[src/rtl/saturn_bus_ctrl.sv]
// Saturn nibble-bus initiator: serialises one core request into command,
// address and data slots, and hands read nibbles back as they arrive.
module saturn_bus_ctrl #(
  parameter int CLK_DIV = 4
) (
  input  logic        i_clk,
  input  logic        i_reset,
  input  logic        i_req_valid,
  output logic        o_req_ready,
  input  logic [1:0]  i_req_op,
  input  logic [19:0] i_req_addr,
  input  logic [3:0]  i_req_count,
  input  logic [63:0] i_req_wdata,
  output logic        o_rd_valid,
  output logic [3:0]  o_rd_nibble,
  output logic        o_done,
  output logic        o_busy,
  output logic        o_bus_clk_en,
  output logic        o_bus_is_data,
  output logic [3:0]  o_bus_nibble_out,
  input  logic [3:0]  i_bus_nibble_in
);

  localparam logic [3:0] BUSCMD_PC_READ  = 4'h0;
  localparam logic [3:0] BUSCMD_DP_WRITE = 4'h3;
  localparam logic [3:0] BUSCMD_LOAD_PC  = 4'h4;
  localparam logic [3:0] BUSCMD_LOAD_DP  = 4'h5;

  localparam logic [1:0] OP_PC_LD_RD = 2'd0;
  localparam logic [1:0] OP_PC_RD    = 2'd2;
  localparam logic [1:0] OP_DP_WR    = 2'd3;

  localparam int DW = (CLK_DIV > 2) ? $clog2(CLK_DIV) : 1;

  typedef enum logic [2:0] {S_IDLE, S_CMD, S_ADDR, S_WCMD, S_DATA, S_DONE} state_t;

  state_t      state_q, state_d;
  logic [DW-1:0] div_q, div_d;
  logic        live_q, live_d;
  logic [4:0]  idx_q, idx_d;
  logic [4:0]  num_q, num_d;
  logic [1:0]  op_q, op_d;
  logic [19:0] addr_q, addr_d;
  logic [63:0] wdata_q, wdata_d;
  logic        bus_is_data_q, bus_is_data_d;
  logic [3:0]  bus_nib_q, bus_nib_d;
  logic        rd_valid_q, rd_valid_d;
  logic        strobe;
  logic        slot_is_data;
  logic [3:0]  slot_nib;

  assign div_d  = (div_q == DW'(CLK_DIV - 1)) ? '0 : div_q + DW'(1);
  assign strobe = (div_q == DW'(CLK_DIV - 1));

  always_ff @(posedge i_clk or negedge i_reset) begin
    if (!i_reset) begin
      state_q       <= S_IDLE;
      div_q         <= '0;
      live_q        <= 1'b0;
      idx_q         <= '0;
      num_q         <= '0;
      op_q          <= '0;
      addr_q        <= '0;
      wdata_q       <= '0;
      bus_is_data_q <= 1'b0;
      bus_nib_q     <= '0;
      rd_valid_q    <= 1'b0;
    end else begin
      state_q       <= state_d;
      div_q         <= div_d;
      live_q        <= live_d;
      idx_q         <= idx_d;
      num_q         <= num_d;
      op_q          <= op_d;
      addr_q        <= addr_d;
      wdata_q       <= wdata_d;
      bus_is_data_q <= bus_is_data_d;
      bus_nib_q     <= bus_nib_d;
      rd_valid_q    <= rd_valid_d;
    end
  end

  // live_q: the bus registers already hold the current state's slot. The
  // first strobe after accept only loads the command, aligning to the slot grid.
  always_comb begin
    state_d = state_q;
    live_d  = live_q;
    idx_d   = idx_q;
    num_d   = num_q;
    op_d    = op_q;
    addr_d  = addr_q;
    wdata_d = wdata_q;
    case (state_q)
      S_IDLE: if (i_req_valid) begin
        state_d = S_CMD;
        live_d  = 1'b0;
        idx_d   = '0;
        op_d    = i_req_op;
        addr_d  = i_req_addr;
        wdata_d = i_req_wdata;
        num_d   = {(i_req_count == 4'd0), i_req_count};
      end
      S_CMD: if (strobe) begin
        if (!live_q) live_d = 1'b1;
        else begin
          idx_d   = '0;
          state_d = (op_q == OP_PC_RD) ? S_DATA : S_ADDR;
        end
      end
      S_ADDR: if (strobe) begin
        if (idx_q == 5'd4) begin
          idx_d   = '0;
          state_d = (op_q == OP_DP_WR) ? S_WCMD : S_DATA;
        end else idx_d = idx_q + 5'd1;
      end
      S_WCMD: if (strobe) begin
        idx_d   = '0;
        state_d = S_DATA;
      end
      S_DATA: if (strobe) begin
        if (idx_q == num_q - 5'd1) begin
          state_d = S_DONE;
          live_d  = 1'b0;
        end else idx_d = idx_q + 5'd1;
      end
      S_DONE:  state_d = S_IDLE;
      default: state_d = S_IDLE;
    endcase
  end

  always_comb begin
    slot_is_data = 1'b0;
    slot_nib     = 4'h0;
    if (live_d) begin
      case (state_d)
        S_CMD: slot_nib = (op_q == OP_PC_LD_RD) ? BUSCMD_LOAD_PC :
                          (op_q == OP_PC_RD)    ? BUSCMD_PC_READ : BUSCMD_LOAD_DP;
        S_ADDR: begin
          slot_is_data = 1'b1;
          slot_nib     = addr_q[{idx_d[2:0], 2'b00} +: 4];
        end
        S_WCMD: slot_nib = BUSCMD_DP_WRITE;
        S_DATA: begin
          slot_is_data = 1'b1;
          slot_nib     = (op_q == OP_DP_WR) ? wdata_q[{idx_d[3:0], 2'b00} +: 4] : 4'h0;
        end
        default: ;
      endcase
    end
    bus_is_data_d = strobe ? slot_is_data : bus_is_data_q;
    bus_nib_d     = strobe ? slot_nib     : bus_nib_q;
    rd_valid_d    = strobe && (state_q == S_DATA) && (op_q != OP_DP_WR);
    o_req_ready   = (state_q == S_IDLE);
    o_busy        = (state_q != S_IDLE);
    o_done        = (state_q == S_DONE);
  end

  assign o_bus_clk_en     = strobe;
  assign o_bus_is_data    = bus_is_data_q;
  assign o_bus_nibble_out = bus_nib_q;
  assign o_rd_valid       = rd_valid_q;
  assign o_rd_nibble      = rd_valid_q ? i_bus_nibble_in : 4'h0;

endmodule

[config.mk]
export PLATFORM = sky130hd
export DESIGN_NAME = saturn_bus_ctrl
export DESIGN_NICKNAME = d
export VERILOG_FILES = /design/src/rtl/saturn_bus_ctrl.sv
export SDC_FILE = /design/constraint.sdc
export NUM_CORES = 1
export LEC_CHECK = 0
export BUFFER_PORTS_ARGS = -buffer_cell sky130_fd_sc_hd__clkbuf_2
export CORE_MARGIN = 8
export CORE_UTILIZATION = 60
export CTS_CLUSTER_DIAMETER = 40
export DETAILED_ROUTE_END_ITERATION = 10
export GPL_TIMING_DRIVEN = 0
export PLACE_DENSITY = 0.86
export SETUP_SLACK_MARGIN = 0.15
export SYNTH_ARGS = -nofsm -noshare
export SYNTH_HDL_FRONTEND = slang
export SYNTH_SLANG_ARGS = --single-unit
[constraint.sdc]
create_clock -name i_clk -period 4.7 [get_ports i_clk]
set_input_delay 0.705 -clock i_clk [delete_from_list [all_inputs] [get_ports i_clk]]
set_output_delay 0.705 -clock i_clk [all_outputs]
set_load 0.01 [all_outputs]
==> summary.md <==
| Metric | Value |
|---|---|
| Synthesized Nets | 646 |
| Hold WS | 0.412 ns |
| Power per standard cell area | 597 nW/um^2 |
| Global routing met2 resource utilization | 0.435 |
| Placed insts | 788 |
| Maximum vdd drop | 0.471 mV |
| Biggest area consumer among synthesized cells | dfrtp_1 |
| Number of global-route vias before repair | 5196 |
| EDFF count, synth | 0 |
| Initial Util | 0.606 |
| FP Rows | 36 |
| CTS clk-pin slew, worst paths | 0.11 ns |
| Routing usage on met1 | 0.310 |
| Worst EP arrival | 4.20 ns |
| Pin count of the biggest net entering global routing | 109 |
| Simple-gate share of the synthesized area | 0.130 |
| Setup Buffers After CTS | 0 |
| Cts hold-fix bufs | 0 |
| DR DRC count | 0 |
| Chip height | 114 um |
| Post-Route Setup TNS | 0 ns |
| Synthesized flop and latch total | 108 |
| Most numerous cell in the Yosys netlist | dfrtp_1 |
| Layout cells sized above 1 | 0.361 |
| GRT Util Overall | 0.261 |
| Clock skew | 0.0148 ns |
| IO Pins | 111 |
| Max_cap viols | 0 |
| Synth warn | 0 |
| CTS sink count | 108 |
| GRT busiest layer | met2 |
| Synth cell count leaders | dfrtp_1 (108), mux2_2 (84), nand2_1 (44) |
| Asr flop ratio synth | 1.00 |
| Crit Path Category | register to register |
| Post-synthesis adder-cell area fraction | 0.00865 |
| Mapped cell area | 5790 sq um |
| CTS root buffer | clkbuf_8 |
| Critical-path maximum fanout | 10 |
| Crit end category | register |
| F_max | 0.253 GHz |
| H-tree depth | 3 |
| PortBufs | 110 |
| FILL cells | 760 |
| Core Region | 9550 sq um |
| Post-layout min period | 3.95 ns |
| Mux cell area share after synthesis | 0.186 |
| PostCTS Resize Cnt | 0 |
| Layout net count | 767 |
| Status | complete, no violations |
| Largest family of logic cells by synthesized area | multiplexers |
| Sequential area share after synthesis | 0.467 |
| Critical Path RT | 4.95 ns |
| Worst min-delay path class | input pin to asynchronous set/reset pin |
| Syn Inst Count | 545 |
| DRT Wirelength | 16.4 mm |
| Die width | 114 um |
| Post-route insts no fill | 804 |
| Worst Tran Pin Value | 0.844 ns |
| Worst slew margin | 0.437 |
| Ys flop type | dfrtp_1 |
| Xor and xnor fraction of the mapped netlist area | 0.0121 |
| Clk buf depth | 2 |
| Syn_area_per_cell | 10.6 sq um |
| Leakage | 2.99 nW |
| Clock buffer count from CTS | 9 |
| Final Setup Violations | 0 |
| DR vias | 4898 |
| DR WL/cell | 20.3 um |
| DRT Pass-1 Iters | 5 |
| Met3 usage | 0.0775 |
| Compound-Gate Fraction of Synth Area | 0.146 |
| CP Launch Type | register |
| Total global routing overflow | 0 |
| Ranking of synthesized cells by area | dfrtp_1 (47%), mux2_2 (16%), nand2_1 (2.9%), nand3_1 (2.6%), o21ai_0 (2.5%) |
| First-pass GRT wire length | 26.4 mm |
| Die Area | 13000 sq um |
| CTS tree | done |
| Antenna-violating nets left | 0 |
| Clk_lat worst skew | 0.39 ns |
| DRT iter0 DRCs | 378 |
| Antenna violations before repair | 0 |
| Final Slew Violations | 0 |
| Final hold vios | 0 |
| DR vias/cell | 6.09 |
| Synth unique cells | 73 |
| Tcrit/Tclk final | 0.841 |
| GPL Wtd Cong | 0.917 |
| Number of diodes | 0 |
| Post-DP HPWL | 12.2 mm |
| Area Growth Syn to Fin | 15.6% |
| RSZ-0062 raised after global routing | no |
| Yosys top cell area share | 0.467 |
## per-layer routing
layer,up-vias,share of wire
met5,-,0
met4,0,0.026
met3,36,0.078
met2,212,0.49
met1,2422,0.40
li1,2228,-
## sequential cells by signal (all words and copies together) (netlist names)
name	cells
o_bus_is_data	1
state_q	3
div_q	2
o_bus_nibble_out	4
addr_q	20
o_rd_valid	1
idx_q	5
live_q	1
wdata_q	64
num_q	5
op_q	2
## cell usage in the layout, fill, tap and decap left out, types with 3 or more instances in the layout
master / count
clkbuf_2: 109
dfrtp_1: 108
mux2_2: 84
nand2_1: 44
nand3_1: 30
o21ai_0: 29
a21oi_1: 24
clkbuf_1: 23
inv_1: 20
nor2_1: 17
mux2i_1: 11
buf_2: 10
nor3_1: 10
clkbuf_8: 10
and3_1: 8
nor2b_1: 6
a211oi_1: 6
xnor2_1: 5
o211ai_1: 5
a21o_1: 5
and2_1: 5
a22oi_1: 5
buf_4: 4
nand2b_1: 4
a31oi_1: 4
nor4_1: 4
ha_1: 4
xor2_1: 3
a31o_1: 3
o311a_1: 3
o221ai_1: 3
a311oi_1: 3
## critical path, cell delays in order (launching register included)
cell and delay, ns:
dfrtp_1 0.36, buf_2 0.19, clkbuf_1 0.40, inv_1 0.24, ha_1 0.34, o21ai_1 0.18
nor4_1 0.12, or3_1 0.40, buf_2 0.20, nor2_4 0.14, buf_4 0.20, buf_2 0.26
o221ai_1 0.15, a22oi_1 0.29, o311a_1 0.24, o221ai_1 0.11
## per-stage QoR
stage	util	power, mW	instance area (sq um)	setup WS, ns
floorplan	-	2.86	5790	1.66
global placement	0.681	3.34	6500	0.940
detailed placement	0.682	3.43	6510	0.884
CTS	0.700	3.97	6690	0.839
global route	0.700	4.23	6690	0.534
finish	0.700	3.99	6690	0.746
## cell type report
type                            count  area [sq um]  area share
Clock inverter                      5          45.0     0.00673
Clock buffer                       11           131      0.0196
Timing Repair Buffer              110           559      0.0836
Sequential cell                   108          2700       0.404
Multi-Input combinational cell    375          2800       0.418
Inverter                           24           103      0.0153
Tap cell                          133           166      0.0249
Buffer                             38           185      0.0277
## logic make-up (layout without fill, tap and decap cells)
kind of cell / Yosys count / after routing
and+or+nand+nor: 145 / 145
muxes: 97 / 97
DFF: 108 / 108
adders and majority gates: 4 / 4
xor gates and xnor gates: 8 / 8
buffers and inverters: 62 / 188
AOI/OAI and AO/OA: 121 / 121
## power by group
part	internal (mW)	total [mW]	switching [mW]
clock	0.201	0.536	0.335
combinational	0.855	1.92	1.06
sequential	1.30	1.54	0.238
## path summary, 6_finish.rpt
check                               from                  end  slack (ns)  cells after the start
min in group i_clk              div_q[0]             div_q[0]        0.43                      1
worst min register to register  div_q[0]             div_q[0]        0.43                      1
worst min-delay path             i_reset              op_q[1]        0.41                      1
worst max register to register  idx_q[0]  o_bus_nibble_out[1]        0.75                     15
max in group asynchronous        i_reset          wdata_q[18]        3.71                      1
worst max-delay path            idx_q[0]  o_bus_nibble_out[1]        0.75                     15
Note: power is estimated with default switching activity, not from simulation.
